--- src/rtl/dpll_lock_controller_pkg.sv ---
// Shared definitions for the DPLL lock supervisor: state codes, loop defaults
// and the divider-ratio clamp applied to configuration requests.
package dpll_lock_controller_pkg;

    typedef enum logic [1:0] {
        ST_RESET_LOOP = 2'd0,
        ST_ACQUIRE    = 2'd1,
        ST_TRACK      = 2'd2,
        ST_LOCKED     = 2'd3
    } state_e;

    localparam int K_ACQ_DEF     = 3;
    localparam int K_TRACK_DEF   = 6;
    localparam int N_DEFAULT_DEF = 4;
    localparam int N_MIN         = 2;

    // The N divider cannot run below a ratio of 2.
    function automatic logic [7:0] clamp_n(input logic [7:0] n);
        return (n < 8'(N_MIN)) ? 8'(N_MIN) : n;
    endfunction

endpackage

--- src/rtl/dpll_lock_controller_if.sv ---
// Control/status bundle between the DPLL datapath (master) and the lock
// supervisor (slave).
interface dpll_lock_controller_if;
    logic       err_sig;
    logic       cfg_valid;
    logic [7:0] cfg_n;
    logic       cfg_ready;
    logic [3:0] k_mode;
    logic [7:0] mult_n;
    logic       loop_rst;
    logic       locked;
    logic [1:0] state_dbg;

    modport master (
        output err_sig, cfg_valid, cfg_n,
        input  cfg_ready, k_mode, mult_n, loop_rst, locked, state_dbg
    );

    modport slave (
        input  err_sig, cfg_valid, cfg_n,
        output cfg_ready, k_mode, mult_n, loop_rst, locked, state_dbg
    );
endinterface

--- src/rtl/dpll_err_window.sv ---
// Phase-error density meter: synchronises the XOR detector output and counts
// its high cycles over fixed WIN_LEN-cycle windows.
module dpll_err_window #(
    parameter  int WIN_LEN = 256,
    localparam int CNT_W   = $clog2(WIN_LEN),
    localparam int ACC_W   = $clog2(WIN_LEN + 1)
) (
    input  logic             clk,
    input  logic             reset,
    input  logic             i_hold,
    input  logic             i_err_sig,
    output logic             o_win_done,
    output logic [ACC_W-1:0] o_err_total
);

    localparam logic [ACC_W-1:0] ACC_MAX = '1;

    logic             r_sync1;
    logic             r_sync2;
    logic [CNT_W-1:0] r_win_cnt;
    logic [ACC_W-1:0] r_err_acc;
    logic [ACC_W-1:0] w_acc_inc;
    logic             w_last;

    assign w_last    = (r_win_cnt == CNT_W'(WIN_LEN - 1));
    assign w_acc_inc = (r_err_acc == ACC_MAX) ? ACC_MAX : r_err_acc + ACC_W'(r_sync2);

    assign o_win_done  = w_last & ~i_hold;
    assign o_err_total = w_acc_inc;

    // NOTE: sequential state uses non-blocking assignments so every flop samples
    // pre-edge values; blocking here would collapse the two sync stages into one.
    always_ff @(posedge clk or negedge reset) begin
        if (!reset) begin
            r_sync1 <= 1'b0;
            r_sync2 <= 1'b0;
        end else begin
            r_sync1 <= i_err_sig;
            r_sync2 <= r_sync1;
        end
    end

    always_ff @(posedge clk or negedge reset) begin
        if (!reset) begin
            r_win_cnt <= '0;
            r_err_acc <= '0;
        end else if (i_hold || w_last) begin
            r_win_cnt <= '0;
            r_err_acc <= '0;
        end else begin
            r_win_cnt <= r_win_cnt + 1'b1;
            r_err_acc <= w_acc_inc;
        end
    end

endmodule

--- src/rtl/dpll_lock_controller.sv ---
// DPLL loop supervisor: sequences loop reset, acquisition, tracking and lock,
// gear-shifts the loop filter K and accepts divider-ratio reconfiguration.
module dpll_lock_controller
    import dpll_lock_controller_pkg::*;
#(
    parameter int WIN_LEN      = 256,
    parameter int K_ACQ        = K_ACQ_DEF,
    parameter int K_TRACK      = K_TRACK_DEF,
    parameter int N_DEFAULT    = N_DEFAULT_DEF,
    parameter int LOCK_THR     = 16,
    parameter int UNLOCK_THR   = 64,
    parameter int ACQ_GOOD     = 2,
    parameter int LOCK_GOOD    = 4,
    parameter int LOOP_RST_CYC = 4
) (
    input logic                   clk,
    input logic                   reset,
    dpll_lock_controller_if.slave bus
);

    localparam int ACC_W  = $clog2(WIN_LEN + 1);
    localparam int GOOD_W = $clog2(ACQ_GOOD + LOCK_GOOD + 1);
    localparam int RST_W  = $clog2(LOOP_RST_CYC + 1);

    state_e              r_state,     w_state_nxt;
    logic [RST_W-1:0]    r_rst_cnt,   w_rst_cnt_nxt;
    logic [GOOD_W-1:0]   r_good_cnt,  w_good_nxt;
    logic [7:0]          r_mult_n,    w_mult_nxt;
    logic [3:0]          r_k_mode,    w_k_mode_nxt;
    logic                r_loop_rst,  w_loop_rst_nxt;
    logic                r_locked,    w_locked_nxt;
    logic                r_cfg_ready, w_cfg_ready_nxt;

    logic                w_win_done;
    logic [ACC_W-1:0]    w_err_total;
    logic                w_good;
    logic                w_bad;
    logic                w_xfer;

    dpll_err_window #(.WIN_LEN(WIN_LEN)) u_win (
        .clk         (clk),
        .reset       (reset),
        .i_hold      (r_state == ST_RESET_LOOP),
        .i_err_sig   (bus.err_sig),
        .o_win_done  (w_win_done),
        .o_err_total (w_err_total)
    );

    assign w_good = 32'(w_err_total) < LOCK_THR;
    assign w_bad  = 32'(w_err_total) >= UNLOCK_THR;
    assign w_xfer = bus.cfg_valid & r_cfg_ready;

    always_ff @(posedge clk or negedge reset) begin
        if (!reset) begin
            r_state     <= ST_RESET_LOOP;
            r_rst_cnt   <= '0;
            r_good_cnt  <= '0;
            r_mult_n    <= 8'(N_DEFAULT);
            r_k_mode    <= 4'(K_ACQ);
            r_loop_rst  <= 1'b1;
            r_locked    <= 1'b0;
            r_cfg_ready <= 1'b0;
        end else begin
            r_state     <= w_state_nxt;
            r_rst_cnt   <= w_rst_cnt_nxt;
            r_good_cnt  <= w_good_nxt;
            r_mult_n    <= w_mult_nxt;
            r_k_mode    <= w_k_mode_nxt;
            r_loop_rst  <= w_loop_rst_nxt;
            r_locked    <= w_locked_nxt;
            r_cfg_ready <= w_cfg_ready_nxt;
        end
    end

    // A configuration transfer outranks any window verdict in the same cycle.
    always_comb begin
        // NOTE: every signal gets a default before the branches; a path that
        // leaves one unassigned would infer a latch.
        w_state_nxt   = r_state;
        w_rst_cnt_nxt = r_rst_cnt;
        w_good_nxt    = r_good_cnt;
        w_mult_nxt    = r_mult_n;
        if (w_xfer) begin
            w_state_nxt   = ST_RESET_LOOP;
            w_rst_cnt_nxt = '0;
            w_good_nxt    = '0;
            w_mult_nxt    = clamp_n(bus.cfg_n);
        end else begin
            unique case (r_state)
                ST_RESET_LOOP: begin
                    w_good_nxt = '0;
                    if (r_rst_cnt == RST_W'(LOOP_RST_CYC - 1)) begin
                        w_state_nxt   = ST_ACQUIRE;
                        w_rst_cnt_nxt = '0;
                    end else begin
                        w_rst_cnt_nxt = r_rst_cnt + 1'b1;
                    end
                end
                ST_ACQUIRE: if (w_win_done) begin
                    if (!w_good) begin
                        w_good_nxt = '0;
                    end else if (r_good_cnt == GOOD_W'(ACQ_GOOD - 1)) begin
                        w_state_nxt = ST_TRACK;
                        w_good_nxt  = '0;
                    end else begin
                        w_good_nxt = r_good_cnt + 1'b1;
                    end
                end
                ST_TRACK: if (w_win_done) begin
                    if (w_bad) begin
                        w_state_nxt = ST_ACQUIRE;
                        w_good_nxt  = '0;
                    end else if (!w_good) begin
                        w_good_nxt = '0;
                    end else if (r_good_cnt == GOOD_W'(LOCK_GOOD - 1)) begin
                        w_state_nxt = ST_LOCKED;
                        w_good_nxt  = '0;
                    end else begin
                        w_good_nxt = r_good_cnt + 1'b1;
                    end
                end
                ST_LOCKED: if (w_win_done && w_bad) begin
                    w_state_nxt = ST_ACQUIRE;
                    w_good_nxt  = '0;
                end
                default: w_state_nxt = ST_RESET_LOOP;
            endcase
        end
    end

    // Outputs decode the next state so they register alongside it.
    always_comb begin
        w_k_mode_nxt    = (w_state_nxt == ST_TRACK || w_state_nxt == ST_LOCKED)
                          ? 4'(K_TRACK) : 4'(K_ACQ);
        w_loop_rst_nxt  = (w_state_nxt == ST_RESET_LOOP);
        w_locked_nxt    = (w_state_nxt == ST_LOCKED);
        w_cfg_ready_nxt = (w_state_nxt != ST_RESET_LOOP);
    end

    assign bus.cfg_ready = r_cfg_ready;
    assign bus.k_mode    = r_k_mode;
    assign bus.mult_n    = r_mult_n;
    assign bus.loop_rst  = r_loop_rst;
    assign bus.locked    = r_locked;
    assign bus.state_dbg = r_state;

endmodule

--- src/flat_wrapper.sv ---
// flat-port wrapper written by rule: the top's interface ports become plain ports
module dpll_lock_controller_flat import dpll_lock_controller_pkg::*;
#(
    parameter int WIN_LEN      = 256,
    parameter int K_ACQ        = K_ACQ_DEF,
    parameter int K_TRACK      = K_TRACK_DEF,
    parameter int N_DEFAULT    = N_DEFAULT_DEF,
    parameter int LOCK_THR     = 16,
    parameter int UNLOCK_THR   = 64,
    parameter int ACQ_GOOD     = 2,
    parameter int LOCK_GOOD    = 4,
    parameter int LOOP_RST_CYC = 4
)
  (clk, reset, bus_err_sig, bus_cfg_valid, bus_cfg_n, bus_cfg_ready, bus_k_mode, bus_mult_n, bus_loop_rst, bus_locked, bus_state_dbg);
  dpll_lock_controller_if bus_i ();
  input logic clk;
  input logic reset;
  input wire logic [$bits(bus_i.err_sig)-1:0] bus_err_sig;
  input wire logic [$bits(bus_i.cfg_valid)-1:0] bus_cfg_valid;
  input wire logic [$bits(bus_i.cfg_n)-1:0] bus_cfg_n;
  output wire logic [$bits(bus_i.cfg_ready)-1:0] bus_cfg_ready;
  output wire logic [$bits(bus_i.k_mode)-1:0] bus_k_mode;
  output wire logic [$bits(bus_i.mult_n)-1:0] bus_mult_n;
  output wire logic [$bits(bus_i.loop_rst)-1:0] bus_loop_rst;
  output wire logic [$bits(bus_i.locked)-1:0] bus_locked;
  output wire logic [$bits(bus_i.state_dbg)-1:0] bus_state_dbg;
  assign bus_i.err_sig = bus_err_sig;
  assign bus_i.cfg_valid = bus_cfg_valid;
  assign bus_i.cfg_n = bus_cfg_n;
  assign bus_cfg_ready = bus_i.cfg_ready;
  assign bus_k_mode = bus_i.k_mode;
  assign bus_mult_n = bus_i.mult_n;
  assign bus_loop_rst = bus_i.loop_rst;
  assign bus_locked = bus_i.locked;
  assign bus_state_dbg = bus_i.state_dbg;
  dpll_lock_controller #(.WIN_LEN(WIN_LEN), .K_ACQ(K_ACQ), .K_TRACK(K_TRACK), .N_DEFAULT(N_DEFAULT), .LOCK_THR(LOCK_THR), .UNLOCK_THR(UNLOCK_THR), .ACQ_GOOD(ACQ_GOOD), .LOCK_GOOD(LOCK_GOOD), .LOOP_RST_CYC(LOOP_RST_CYC)) u_core (.clk(clk), .reset(reset), .bus(bus_i));
endmodule
--- config.mk ---
export PLATFORM = sky130hd
export DESIGN_NAME = dpll_lock_controller_flat
export DESIGN_NICKNAME = d
export VERILOG_FILES = /design/src/rtl/dpll_lock_controller_pkg.sv /design/src/rtl/dpll_lock_controller_if.sv /design/src/rtl/dpll_err_window.sv /design/src/rtl/dpll_lock_controller.sv /design/src/flat_wrapper.sv
export SDC_FILE = /design/constraint.sdc
export NUM_CORES = 1
export LEC_CHECK = 0
export ABC_CLOCK_PERIOD_IN_PS = 3000
export CORE_MARGIN = 4
export CORE_UTILIZATION = 54
export DETAILED_ROUTE_END_ITERATION = 7
export PLACE_DENSITY = 0.89
export SETUP_SLACK_MARGIN = 0.1
export SYNTH_ARGS = -nofsm -noshare
export SYNTH_HDL_FRONTEND = slang
export SYNTH_SLANG_ARGS = --single-unit
export TNS_END_PERCENT = 50
--- constraint.sdc ---
create_clock -name clk -period 3 [get_ports clk]
set_input_delay 0.9 -clock clk [delete_from_list [all_inputs] [get_ports clk]]
set_output_delay 0.9 -clock clk [all_outputs]
set_load 0.1 [all_outputs]
==> flow_metrics.tcl, run 1 <==
set metrics [dict create \
    ws_path_type "reg2reg" \
    worst_pin_slew_ns 0.8695 \
    skew_ns 0.004710 \
    first_global_vias 1563 \
    synthesis.area_per_instance_sq_um 9.623 \
    final_hold_vio_count 0 \
    die_y_um 70.19 \
    crit_path_max_incr_delay_ns 0.52 \
    ys_seq_area_share_pct 48.11 \
    place.detailed.hpwl_um 2987 \
    path_type_of_the_worst_min_delay_path "reg2reg" \
    detailroute.via_count 1632 \
    clock_tree.htree_level_count 2 \
    setup_repair_after_global_routing_missed_its_margin "no" \
    cts.root.buffer_cell "clkbuf_8" \
    grt_antenna_before_repair 0 \
    critical_path_data_arrival_time_ns 2.57 \
    worstPathMaxFanout 8 \
    setup_tns_ns 0 \
    globalRouteTotalUtil_pct 17.52 \
    mappedNetlistArea_sq_um 2088 \
    synth_warnings 0 \
    detail_route.first_pass.iterations 4 \
    grt_max_degree 41 \
    via_cell_ratio 5.589 \
    crit_path_cell_trace "inv_1, ha_1, and3b_1, nand4_1, nand3b_1, a21oi_1, o311ai_4, or2_1" \
    detail-route-antenna-nets 0 \
    ir_worst_vdd_uv 566.0 \
    io_pins 29 \
    row_count 22 \
    gp_congestion 0.7578 \
    p_leak_nw 1.108 \
    aggregate_global_routing_overflow 0 \
    wire_per_inst_um 13.78 \
    clock.fmax_ghz 0.4166 \
    antenna_cells 0 \
    timing.slew.headroom_pct 42.04 \
    worst_skew_pair.late_latency_ns 0.29 \
    area_delta_synth_final_pct 15.94 \
    clk_transition_reported_paths_ns 0.07 \
    postCtsSetupBuffers 0 \
    synth-seq-cells 40 \
    drive_above_1_share_pct 13.52 \
    drv.max_cap_violation_count 0 \
    layout_common_cells "dfrtp_1 (37), nand2_1 (35), nor2_1 (21)" \
    fillerInstances 290 \
    period_share_pct 80.02 \
    tritoncts.num_buffers 5 \
    number_of_remaining_drc_errors 0 \
    req_time_crit_path_ns 3.17 \
    synth.net_count 241 \
    mostFrequentLayoutCell "dfrtp_1" \
    fin_worst_hold_slack_ns 0.3602 \
    crit_path_top_delay_cell "dfrtp_1" \
    worstSetupEndpointType "flop" \
    synthDistinctLibCells 44 \
    outcome "completed" \
    multi_input_comb_area_sq_um 1001 \
    async_flop_share_pct 100.0 \
    clock_tree_from_tritoncts "yes" \
    io_buffers 26 \
    die-area_sq_um 4926 \
    report.final.slew_viol_count 0 \
    grt_first_pass_wirelength_um 6920 \
    seq_area_sq_um 1005 \
    top_cell_type_by_total_area_after_synthesis "dfrtp_1" \
    synth-edff-count 0 \
    netlist.area_leader.share_pct 44.34 \
    clock_sinks 40 \
    die_x_um 70.19 \
    fin_crit_ns 2.401 \
    finalWirelength_um 4025 \
    post_synth_inst_count 217 \
    clock_path_buffers 2 \
    power.density_cell_area_nw_per_um2 889.8 \
    pwr_total_w 0.002154 \
    ctsHoldBuffers 0 \
    setup.worst_path.start_class "flop" \
    count_of_final_setup_violators 0 \
    floorplan.core_area_sq_um 3689 \
    initial_core_util_pct 56.61 \
    netlist_top_cells_area "dfrtp_1 (44%), ha_1 (7.2%), nand2_1 (6.3%)" \
    synth_flop_cell "dfrtp_1" \
    num-nets-final 268 \
    detail_route.iter0.violations 117 \
    post_cts.resized_instances 0 \
]
[cells in the mapped netlist, types with 2 or more instances]
| cell | n |
|---|---|
| buf_4 | 2 |
| or3_1 | 3 |
| ha_1 | 12 |
| nor2_1 | 21 |
| o21ai_0 | 4 |
| dfstp_2 | 3 |
| nand3b_1 | 3 |
| a21oi_1 | 13 |
| clkbuf_1 | 6 |
| and2_1 | 2 |
| xor2_1 | 4 |
| o21a_1 | 2 |
| mux2i_1 | 2 |
| nand2b_1 | 5 |
| xnor2_1 | 4 |
| nand3_1 | 7 |
| nand2_1 | 35 |
| inv_1 | 12 |
| conb_1 | 2 |
| and3_1 | 4 |
| a211oi_1 | 4 |
| dfrtp_1 | 37 |
| nor3_1 | 7 |
| nand4_1 | 3 |
[power by group]
group	internal [W]	leakage (nW)	total (W)	switching (W)
Sequential	0.000660	0.523	0.000740	0.0000800
Combinational	0.000265	0.544	0.00108	0.000819
Clock	0.000158	0.0410	0.000330	0.000172
Total	0.00108	1.11	0.00215	0.00107
[metrics by stage]
step / instances / instance area (sq um) / util [%] / setup slack, ns
final: 292 / 2421 / 65.64 / 0.5993
after global routing: 292 / 2421 / 65.64 / 0.4568
after floorplan: 217 / 2088 / - / 0.1255
after detailed placement: 285 / 2344 / 63.53 / 0.5152
after global placement: 285 / 2344 / 63.53 / 0.6025
after CTS: 292 / 2421 / 65.64 / 0.6030
[registers in the layout, indices dropped and copies added, names as in the netlist]
signal,cells
u_core.u_win.r_err_acc,9
u_core.bus.mult_n,8
u_core.u_win.r_win_cnt,8
u_core.r_good_cnt,3
u_core.r_rst_cnt,3
u_core.bus.k_mode,2
u_core.bus.state_dbg,2
u_core.bus.cfg_ready,1
u_core.bus.locked,1
u_core.bus.loop_rst,1
u_core.u_win.r_sync1,1
u_core.u_win.r_sync2,1
[layout make-up]
class | instances | area share [%]
tap | 48 | 2.481
inverter | 12 | 1.860
multi-input combinational | 157 | 41.34
timing repair buffer | 28 | 9.612
sequential | 40 | 41.50
clock buffer | 6 | 2.997
clock inverter | 1 | 0.2067
[path summary, 6_finish.rpt]
path	to	start	cells after the start	slack [ns]
worst max-delay path	u_core.bus.cfg_ready	u_core.bus.state_dbg[1]	8	0.60
min in group asynchronous	u_core.bus.mult_n[7]	reset	1	0.72
worst max register to register	u_core.bus.cfg_ready	u_core.bus.state_dbg[1]	8	0.60
worst min register to register	u_core.u_win.r_sync2	u_core.u_win.r_sync1	0	0.36
max in group asynchronous	u_core.u_win.r_err_acc[8]	reset	1	1.73
worst min-delay path	u_core.u_win.r_sync2	u_core.u_win.r_sync1	0	0.36
[critical path, delay by kind of cell (launching register included)]
family	cells	cell delay [ns]
compound gates	2	0.50
fa+ha+maj	1	0.21
buf+inv	1	0.11
flops	1	0.52
simple gates	4	0.94
[metal layers]
| layer | routed length (um) | track usage, % | up-vias |
|---|---|---|---|
| met5 | 0 | 0 | - |
| met2 | 2127 | 29.49 | 19 |
| li1 | - | - | 791 |
| met3 | 103 | 3.885 | 12 |
| met4 | 87 | 7.660 | 0 |
| met1 | 1707 | 21.45 | 810 |
[cells by family after synthesis]
kind of cell / Yosys count / synth area share [%]
adder cells (fa/ha/maj): 12 / 7.190
multiplexers: 2 / 0.9587
buffers and inverters: 20 / 3.954
XOR/XNOR: 8 / 3.355
other: 2 / 0.3596
AO/OA/AOI/OAI: 33 / 11.98
flip-flops: 40 / 48.11
AND/OR/NAND/NOR: 100 / 24.09
(Power assumes the default switching activity.)
==> run 2, diff against run 1 <==
--- a/config.mk
+++ b/config.mk
@@ -5,11 +5,11 @@
 export SDC_FILE = /design/constraint.sdc
 export NUM_CORES = 1
 export LEC_CHECK = 0
-export ABC_CLOCK_PERIOD_IN_PS = 3000
+export ABC_CLOCK_PERIOD_IN_PS = 2000
 export CORE_MARGIN = 4
-export CORE_UTILIZATION = 54
+export CORE_UTILIZATION = 49
 export DETAILED_ROUTE_END_ITERATION = 7
-export PLACE_DENSITY = 0.89
+export PLACE_DENSITY = 0.86
 export SETUP_SLACK_MARGIN = 0.1
 export SYNTH_ARGS = -nofsm -noshare
 export SYNTH_HDL_FRONTEND = slang
==> constraint.sdc (replaced) <==
create_clock -name clk -period 2 [get_ports clk]
set_input_delay 0.6 -clock clk [delete_from_list [all_inputs] [get_ports clk]]
set_output_delay 0.6 -clock clk [all_outputs]
set_load 0.1 [all_outputs]
==> flow_metrics.tcl, run 2 (synthesis results as in run 1) <==
set metrics [dict create \
    outcome "finished, violations left" \
    violations "negative setup slack" \
    setup_repair_after_global_routing_missed_its_margin "yes" \
    largest_register_ff_count 9 \
    share_seq_of_total_power_pct 30.3 \
    grt_first_pass_wirelength_um 8749 \
    crit_path_top_delay_cell "or4_4" \
    antenna_cells 0 \
    power.density_cell_area_nw_per_um2 1310 \
    clock_tree.htree_level_count 2 \
    wire_per_inst_um 16.29 \
    gp_congestion 0.8765 \
    num-nets-final 295 \
    drive_above_1_share_pct 29.78 \
    worstSetupEndpointType "flop" \
    via_cell_ratio 5.643 \
    layout_common_cells "nand2_1 (35), dfrtp_1 (34), buf_4 (27)" \
    clock_power_share_pct 14.6 \
    place.detailed.hpwl_um 3680 \
    met3_usage_pct 5.198 \
    grtUsageMet2_pct 36.44 \
    clock_tree_from_tritoncts "yes" \
    ctsHoldBuffers 0 \
    tritoncts.num_buffers 5 \
    cts.root.buffer_cell "clkbuf_8" \
    grt_max_degree 25 \
    multi_input_comb_area_sq_um 1090 \
    crit_path_max_incr_delay_ns 0.58 \
    count_of_final_setup_violators 10 \
    p_sw_share_pct 46.62 \
    fillerInstances 270 \
    worst_skew_pair.late_latency_ns 0.29 \
    period_share_pct 116.7 \
    setup_tns_ns -1.979 \
    finalWirelength_um 5244 \
    row_count 23 \
    globalRoute.busiestLayer "met2" \
    final.setup.worst_slack_ns -0.3346 \
    first_global_vias 1855 \
    skew_ns 0.009545 \
    req_time_crit_path_ns 2.23 \
    fin_crit_ns 2.335 \
    die_x_um 73.28 \
    worstPathMaxFanout 5 \
    report.final.slew_viol_count 0 \
    seq_area_sq_um 1013 \
    die-area_sq_um 5370 \
    clock_path_buffers 2 \
    clock_sinks 40 \
    detail_route.iter0.violations 99 \
    post-place-ws_ns -0.2600 \
    grt_antenna_before_repair 0 \
    ir_worst_vdd_uv 811.1 \
    area_delta_synth_final_pct 40.98 \
    p_leak_nw 1.315 \
    final_hold_vio_count 0 \
    number_of_remaining_drc_errors 0 \
    path_type_of_the_worst_min_delay_path "in2async" \
    met1_routing_resource_usage_after_global_routing_pct 24.93 \
    io_buffers 26 \
    clk_transition_reported_paths_ns 0.08 \
    aggregate_global_routing_overflow 0 \
    detailroute.via_count 1817 \
    detail-route-antenna-nets 0 \
    crit_path_cell_trace "ha_4, nand4_4, or4_4, a22oi_4, a31oi_4, o311ai_4, and2_4" \
    globalRouteTotalUtil_pct 21.74 \
    critical_path_data_arrival_time_ns 2.57 \
    mostFrequentLayoutCell "nand2_1" \
    register_bank_with_the_most_flops "u_core.u_win.r_err_acc" \
    ws_path_type "reg2reg" \
    setup.worst_path.start_class "flop" \
    die_y_um 73.28 \
    initial_core_util_pct 51.46 \
    clock.fmax_ghz 0.4283 \
    io_pins 29 \
    power_switching_w 0.001799 \
    detail_route.first_pass.iterations 5 \
    floorplan.core_area_sq_um 4058 \
    p_int_w 0.002060 \
    drv.max_cap_violation_count 0 \
    share_comb_of_total_power_pct 55.1 \
]
[run 2: metal layers]
| metal | up-vias | part of all wire [%] |
|---|---|---|
| met5 | - | 0 |
| met4 | 0 | 4.3 |
| met3 | 19 | 3.2 |
| met2 | 44 | 54 |
| met1 | 901 | 39 |
| li1 | 853 | - |
[run 2: final cells by class]
cell class,count,area share [%]
repair buffers,55,21.72
clock inverters,1,0.2550
well taps,50,2.125
inverters,12,1.530
multi-input cells,157,37.02
flip-flops and latches,40,34.42
clock buffers,7,2.932
[run 2: path summary, 6_finish.rpt]
path | cells past startpoint | startpoint | slack (ns) | endpoint
min reg2reg | 0 | u_core.u_win.r_sync1 | 0.37 | u_core.u_win.r_sync2
max reg2reg | 7 | u_core.u_win.r_err_acc[0] | -0.33 | u_core.bus.locked
max | 7 | u_core.u_win.r_err_acc[0] | -0.33 | u_core.bus.locked
min | 1 | reset | 0.23 | u_core.u_win.r_err_acc[6]
max in group asynchronous | 2 | reset | 1.23 | u_core.bus.mult_n[2]
min in group clk | 0 | u_core.u_win.r_sync1 | 0.37 | u_core.u_win.r_sync2
[run 2: power by group through the flow]
stage | clock, W | combinational, W | sequential (W)
floorplan | 0 | 0.000554 | 0.00188
global placement | 0 | 0.00197 | 0.00117
detailed placement | 0 | 0.00203 | 0.00118
CTS | 0.000581 | 0.00210 | 0.00117
global route | 0.000617 | 0.00222 | 0.00119
finish | 0.000564 | 0.00213 | 0.00117
[run 2: critical path: cells and delay by family (launching register included)]
| family | cells | cell delay [ns] |
|---|---|---|
| adder cells (fa/ha/maj) | 1 | 0.16 |
| flip-flops | 1 | 0.41 |
| AO/OA/AOI/OAI | 3 | 0.83 |
| AND/OR/NAND/NOR | 3 | 0.88 |
[run 2: metrics by stage]
stage	hold WS [ns]	util [%]	total power, W	cell area [sq um]	instances
global route	0.2406	72.56	0.004032	2944	322
floorplan	0.3044	-	0.002436	2126	217
CTS	0.2265	71.91	0.003847	2918	320
global placement	0.3502	67.65	0.003133	2745	310
detailed placement	0.3545	67.65	0.003217	2745	310
finish	0.2321	72.56	0.003858	2944	322
[run 2: what timing repair did]
item	in CTS	in global routing
endpoints found under the setup margin	11	10
pin swaps	7	8
gates resized for setup	12	4
buffers inserted	2	2
endpoints found under the hold margin	0	0
cloned	0	0
==> run 3, diff against run 2 <==
--- a/config.mk
+++ b/config.mk
@@ -9,6 +9,7 @@
 export CORE_MARGIN = 4
 export CORE_UTILIZATION = 49
 export DETAILED_ROUTE_END_ITERATION = 7
+export GPL_ROUTABILITY_DRIVEN = 0
 export PLACE_DENSITY = 0.86
 export SETUP_SLACK_MARGIN = 0.1
 export SYNTH_ARGS = -nofsm -noshare
==> results of run 3 <==
Final layout, timing and power as in run 2 (identical DEF).
